$ cat src/rtl/kaiserlake_pkg.sv
// rtl/kaiserlake_pkg.sv - shared fetch-stage types and constants
//
// Purpose : widths, the NOP/HALT encodings and the fetch FSM state type
//           used by pipeline_f_fetch and fetch_skid_buffer.
// Ports   : none (package).
package kaiserlake_pkg;

   localparam int PC_W = 8;
   localparam int IR_W = 16;

   localparam logic [IR_W-1:0] NOP_INST = 16'h0000;
   localparam logic [2:0]      OPC_HALT = 3'b111;

   typedef enum logic [1:0] {
      BOOT,
      RUN,
      HALTED
   } fetch_state_t;

endpackage

$ cat src/rtl/fetch_skid_buffer.sv
// rtl/fetch_skid_buffer.sv - one-entry {IR, PC} holding register for stalled responses
//
// Purpose : parks a memory response that arrived while decode was stalled.
// Ports   : clk, rst      clock, asynchronous active-high reset
//           clear_in      drop any held word (highest priority)
//           load_in       capture ir_in/pc_in, buffer becomes full
//           unload_in     buffer becomes empty
//           ir_in, pc_in  word to capture
//           full_out      buffer holds a word
//           ir_out,pc_out held word
module fetch_skid_buffer
   import kaiserlake_pkg::*;
(
   input  logic            clk,
   input  logic            rst,
   input  logic            clear_in,
   input  logic            load_in,
   input  logic            unload_in,
   input  logic [IR_W-1:0] ir_in,
   input  logic [PC_W-1:0] pc_in,
   output logic            full_out,
   output logic [IR_W-1:0] ir_out,
   output logic [PC_W-1:0] pc_out
);

   logic            full_q, full_d;
   logic [IR_W-1:0] ir_q, ir_d;
   logic [PC_W-1:0] pc_q, pc_d;

   // A load while full replaces the held word: the caller unloads the old
   // word in the same cycle it loads the new one.
   always_comb begin
      full_d = full_q;
      ir_d   = ir_q;
      pc_d   = pc_q;
      if (clear_in) begin
         full_d = 1'b0;
      end else if (load_in) begin
         full_d = 1'b1;
         ir_d   = ir_in;
         pc_d   = pc_in;
      end else if (unload_in) begin
         full_d = 1'b0;
      end
   end

   always_ff @(posedge clk or posedge rst) begin
      if (rst) begin
         full_q <= 1'b0;
         ir_q   <= NOP_INST;
         pc_q   <= '0;
      end else begin
         full_q <= full_d;
         ir_q   <= ir_d;
         pc_q   <= pc_d;
      end
   end

   assign full_out = full_q;
   assign ir_out   = ir_q;
   assign pc_out   = pc_q;

endmodule

$ cat src/rtl/pipeline_f_fetch.sv
// rtl/pipeline_f_fetch.sv - instruction fetch stage with stall skid and redirect
//
// Purpose : holds the PC, drives a synchronous 8-bit-address / 16-bit-data
//           instruction memory and hands {IR, PC} to decode.
// Macro   : FETCH_HALT_EN - stop fetching when a word with [15:13]=111 returns.
// Ports   : clk, rst                 clock, asynchronous active-high reset
//           stall_in                 decode cannot accept; output registers hold
//           redirect_in              taken branch; flush and refetch
//           redirect_pc_in           branch target
//           mem_rd_out, mem_addr_out memory read request / address
//           mem_rdata_in             read data, one cycle after the request
//           IR_out, PC_out           instruction and its address
//           valid_out                IR_out/PC_out hold a real instruction
//           halted_out               fetch stopped on HALT
module pipeline_f_fetch
   import kaiserlake_pkg::*;
#(
   parameter logic [PC_W-1:0] RESET_PC = 8'h00
) (
   input  logic            clk,
   input  logic            rst,
   input  logic            stall_in,
   input  logic            redirect_in,
   input  logic [PC_W-1:0] redirect_pc_in,
   output logic            mem_rd_out,
   output logic [PC_W-1:0] mem_addr_out,
   input  logic [IR_W-1:0] mem_rdata_in,
   output logic [IR_W-1:0] IR_out,
   output logic [PC_W-1:0] PC_out,
   output logic            valid_out,
   output logic            halted_out
);

   fetch_state_t    state_q, state_d;
   logic [PC_W-1:0] fetch_pc_q, fetch_pc_d;
   logic            inflight_q, inflight_d;
   logic [PC_W-1:0] inflight_pc_q, inflight_pc_d;
   logic [IR_W-1:0] ir_q, ir_d;
   logic [PC_W-1:0] pc_q, pc_d;
   logic            valid_q, valid_d;
   logic            halted_q, halted_d;

   logic            redirect_ok;
   logic            halt_resp;
   logic            resp_fwd;
   logic            skid_clear, skid_load, skid_unload;
   logic            skid_full;
   logic [IR_W-1:0] skid_ir;
   logic [PC_W-1:0] skid_pc;

   always_comb begin
      state_d       = state_q;
      fetch_pc_d    = fetch_pc_q;
      ir_d          = ir_q;
      pc_d          = pc_q;
      valid_d       = valid_q;
      halted_d      = halted_q;
      skid_clear    = 1'b0;
      skid_load     = 1'b0;
      skid_unload   = 1'b0;

      redirect_ok = redirect_in && (state_q != BOOT);

`ifdef FETCH_HALT_EN
      halt_resp = inflight_q && (mem_rdata_in[IR_W-1 -: 3] == OPC_HALT);
`else
      halt_resp = 1'b0;
`endif
      resp_fwd = inflight_q && !halt_resp;

      // A returning HALT also suppresses the request that would otherwise
      // be issued alongside it, so nothing trails the HALT into memory.
      mem_rd_out   = redirect_ok || ((state_q == RUN) && !stall_in && !halt_resp);
      mem_addr_out = redirect_ok ? redirect_pc_in : fetch_pc_q;

      inflight_d    = mem_rd_out;
      inflight_pc_d = mem_addr_out;
      if (mem_rd_out) begin
         fetch_pc_d = mem_addr_out + 8'd1;
      end

      if (state_q == BOOT) begin
         state_d = RUN;
      end

      if (redirect_ok) begin
         state_d    = RUN;
         halted_d   = 1'b0;
         skid_clear = 1'b1;
         valid_d    = 1'b0;
         ir_d       = NOP_INST;
      end else begin
         if (halt_resp) begin
            state_d  = HALTED;
            halted_d = 1'b1;
         end
         if (stall_in) begin
            if (resp_fwd) begin
               skid_load = 1'b1;
            end
         end else if (skid_full) begin
            // Older parked word goes out first; a fresh response takes its slot.
            ir_d    = skid_ir;
            pc_d    = skid_pc;
            valid_d = 1'b1;
            if (resp_fwd) begin
               skid_load = 1'b1;
            end else begin
               skid_unload = 1'b1;
            end
         end else if (resp_fwd) begin
            ir_d    = mem_rdata_in;
            pc_d    = inflight_pc_q;
            valid_d = 1'b1;
         end else begin
            ir_d    = NOP_INST;
            valid_d = 1'b0;
         end
      end
   end

   always_ff @(posedge clk or posedge rst) begin
      if (rst) begin
         state_q       <= BOOT;
         fetch_pc_q    <= RESET_PC;
         inflight_q    <= 1'b0;
         inflight_pc_q <= '0;
         ir_q          <= NOP_INST;
         pc_q          <= '0;
         valid_q       <= 1'b0;
         halted_q      <= 1'b0;
      end else begin
         state_q       <= state_d;
         fetch_pc_q    <= fetch_pc_d;
         inflight_q    <= inflight_d;
         inflight_pc_q <= inflight_pc_d;
         ir_q          <= ir_d;
         pc_q          <= pc_d;
         valid_q       <= valid_d;
         halted_q      <= halted_d;
      end
   end

   fetch_skid_buffer u_skid (
      .clk       (clk),
      .rst       (rst),
      .clear_in  (skid_clear),
      .load_in   (skid_load),
      .unload_in (skid_unload),
      .ir_in     (mem_rdata_in),
      .pc_in     (inflight_pc_q),
      .full_out  (skid_full),
      .ir_out    (skid_ir),
      .pc_out    (skid_pc)
   );

   assign IR_out     = ir_q;
   assign PC_out     = pc_q;
   assign valid_out  = valid_q;
   assign halted_out = halted_q;

endmodule

$ cat config.mk
export PLATFORM = sky130hd
export DESIGN_NAME = pipeline_f_fetch
export DESIGN_NICKNAME = d
export VERILOG_FILES = /design/src/rtl/kaiserlake_pkg.sv /design/src/rtl/fetch_skid_buffer.sv /design/src/rtl/pipeline_f_fetch.sv
export SDC_FILE = /design/constraint.sdc
export NUM_CORES = 1
export LEC_CHECK = 0
export CORE_MARGIN = 10
export CORE_UTILIZATION = 51
export CTS_CLUSTER_DIAMETER = 30
export CTS_CLUSTER_SIZE = 30
export DETAILED_ROUTE_END_ITERATION = 8
export HOLD_SLACK_MARGIN = 0.02
export PLACE_DENSITY = 0.88
export SLEW_MARGIN = 15
export SYNTH_ARGS = -nofsm -noshare
export SYNTH_HDL_FRONTEND = slang
export SYNTH_HIERARCHICAL = 1
export SYNTH_SLANG_ARGS = --single-unit
export TNS_END_PERCENT = 10
$ cat constraint.sdc
create_clock -name clk -period 2.38 [get_ports clk]
set_clock_uncertainty 0.05 [all_clocks]
set_input_delay 0.476 -clock clk [delete_from_list [all_inputs] [get_ports clk]]
set_output_delay 0.476 -clock clk [all_outputs]
set_load 0.02 [all_outputs]
==> impl_results.md <==
* Post-Syn Nets at 289
* Synth Warn # at 6
* Later-pin clock latency in the skew report at 0.34 ns
* Hold-fix buffers at CTS at 0
* Starting Density at 52.73%
* WP data required at 1.85 ns
* First drt pass iteration count at 4
* GRT Total Usage at 15.97%
* Area delta synth->final at 31.74%
* Crit Path Max Fanout at 11
* Clock Path Buffers at 2
* GR Overflow Total at 0
* PostCTS Resize Cnt at 12
* Die area at 9650 um2
* Utilization after layout at 69.46%
* Fmax at 0.4598 GHz
* DRT Wirelength at 7.536 mm
* Max Slew Vio Count at 0
* Nets at 366
* Largest net degree at the start of global routing at 33
* Setup bufs post-CTS at 0
* Cell area after layout at 4113 um2
* Post-synthesis sequential area ratio at 54.51%
* RSZ-0062 raised after global routing: no
* CTS root buf: clkbuf_8
* Top cell type by total area after synthesis: dfrtp_1
* Setup violators final at 0
* Maxcap violations at 0
* Fin crit share at 91.38%
* Vias in the first global route at 2380
* Worst vdd ir at 0.0005530 V
* Placed cell count at 401
* Num Clock Sinks at 68
* PwrDens at 956.5 nW/um2
* # DRC at 0
* Top FF cell, synth: dfrtp_1
* CTS tree: yes
* Fin. Hold Viols at 0
* H-tree lvl count at 3
* Gpl congestion at 0.9549
* Share of cells above drive strength 1 at 23.68%
* Status: complete, no violations
* Top cell type's share of synthesized area at 54.51%
* Final std cells w/o fill at 417
* Die span in y at 98.24 um
* Top-count cell post-synth: dfrtp_1
* Area after DPL at 3887 um2
* Ports at 63
* # port buffers at 61
* Initial antenna violation count at 0
* Ant diodes at 0
* Async SR Flop Fraction at 100.0%
* Rows at 28
* Post-DP HPWL at 5.389 mm
* Leak at 1.872 nW
* Crit path time final at 2.175 ns
* DIE WIDTH at 98.24 um
* Antenna viol nets, final at 0
* First-pass GRT wire length at 12.61 mm
* Least-Margin Pin Slew at 1.188 ns
* Slew Limit Headroom at 20.63%
* Commonest cells post-synth: dfrtp_1 (68), nand2_1 (28), nor2_1 (28)
* Gate Count Post-Synth at 260
* WS Path Type: register to output port
* Worst hold path class: input port to asynchronous set/reset pin
* Core area at 5921 um2
* Top cells by area, synth: dfrtp_1 (55%), mux2_4 (11%), a221o_1 (4.8%), nand2_1 (3.4%), nor2_1 (3.4%)
* Vias per cell at 5.353
* Element type at the critical path end: output port
* Worst path arrival time at 1.65 ns
* CP Launch Type: register
* Netlist cell types at 41
* Post-synth EDFFs at 0
* Initial drt markers at 119
* Wire per inst at 18.07 um
* Reg clk slew, reported paths at 0.08 ns
* Synthesized area at 3122 um2
* Vias at 2232
* Seq cells post-synth at 68
* TritonCTS Buffers at 9
* Mean post-synth cell area at 12.01 um2
## power by group
part           leakage (nW)  switching, W  internal (W)  total, W
logic                 0.920      0.000581      0.000618   0.00120
clock network         0.122      0.000428      0.000673   0.00110
registers             0.830      0.000181       0.00145   0.00163
total                  1.87       0.00119       0.00274   0.00393
## worst max-delay path: stages (launching register included)
cell and delay, ns:
dfrtp_1 0.49, nand2_4 0.10, inv_6 0.11, mux2_4 0.34, clkdlybuf4s15_2 0.27
## state kept, by name, summed over array words and instances (netlist names)
| name | count |
|---|---|
| u_skid/full_out | 1 |
| u_skid/ir_out | 16 |
| u_skid/pc_out | 8 |
| valid_out | 1 |
| inflight_pc_q | 8 |
| PC_out | 8 |
| fetch_pc_q | 8 |
| IR_out | 16 |
| inflight_q | 1 |
| state_q | 1 |
## cells by family (layout without fill, tap and decap cells)
group                      Yosys count  count (layout)  synth area share, %
buffers and inverters               22             104                5.170
other                                2               2               0.2406
AOI/OAI and AO/OA                   55              55                12.26
and+or+nand+nor                     72              72                10.94
muxes                               35              35                15.07
xor gates and xnor gates             5               5                1.403
DFF                                 68              68                54.51
adders and majority gates            1               1               0.4007
## per-layer routing
metal / vias to the layer above / global-route usage, % / routed length [um] / share of wire, %
met5: - / 0 / 0 / 0
met4: 0 / 8.159 / 106 / 1.4
met3: 8 / 4.510 / 569 / 7.6
met2: 82 / 25.33 / 3739 / 50
met1: 1078 / 19.36 / 3120 / 41
li1: 1064 / - / - / -
## layout by cell type, fill, tap and decap left out, drive strengths merged, types with 2 or more instances in the layout
master / count
dfrtp: 68
clkdlybuf4s50: 51
nand2: 30
nor2: 28
mux2: 27
o21ai: 25
buf: 21
a221o: 15
clkbuf: 13
a21oi: 11
mux2i: 8
dlygate4sd2: 7
inv: 6
nand4: 5
xor2: 4
nand3b: 2
nand3: 2
conb: 2
bufinv: 2
clkinv: 2
nor2b: 2
## through the flow
| stage | hold slack [ns] | TNS (ns) | power (W) | setup WS (ns) |
|---|---|---|---|---|
| 4_1_cts | 0.4213 | 0 | 0.003970 | 0.02017 |
| 5_1_grt | 0.4142 | 0 | 0.004126 | 0.1283 |
| 3_3_place_gp | 0.4347 | -1.528 | 0.002806 | -0.2066 |
| 2_1_floorplan | 0.4179 | 0 | 0.002353 | 0.3082 |
| 3_5_place_dp | 0.4467 | -2.716 | 0.002871 | -0.2557 |
| 6_report | 0.4084 | 0 | 0.003934 | 0.2051 |
## path summary, 6_finish.rpt
path | startpoint | to | slack [ns] | cells past startpoint
worst max-delay path | state_q[0] | mem_addr_out[3] | 0.21 | 4
worst min-delay path | rst | IR_out[3] | 0.41 | 2
worst max register to register | state_q[0] | u_skid/pc_out[4] | 0.41 | 7
worst min register to register | u_skid/pc_out[2] | u_skid/pc_out[2] | 0.46 | 1
max in group asynchronous | rst | u_skid/pc_out[5] | 1.32 | 3
min in group clk | u_skid/pc_out[2] | u_skid/pc_out[2] | 0.46 | 1
## cell type report
type / count / area [um2]
repair buffers: 82 / 795.8
multi-input cells: 170 / 1259
clock inverters: 4 / 70.07
clock buffers: 12 / 165.2
flip-flops and latches: 68 / 1702
inverters: 6 / 27.53
fillers: 438 / 1808
well taps: 75 / 93.84
Power figures use the tool's default switching activity.
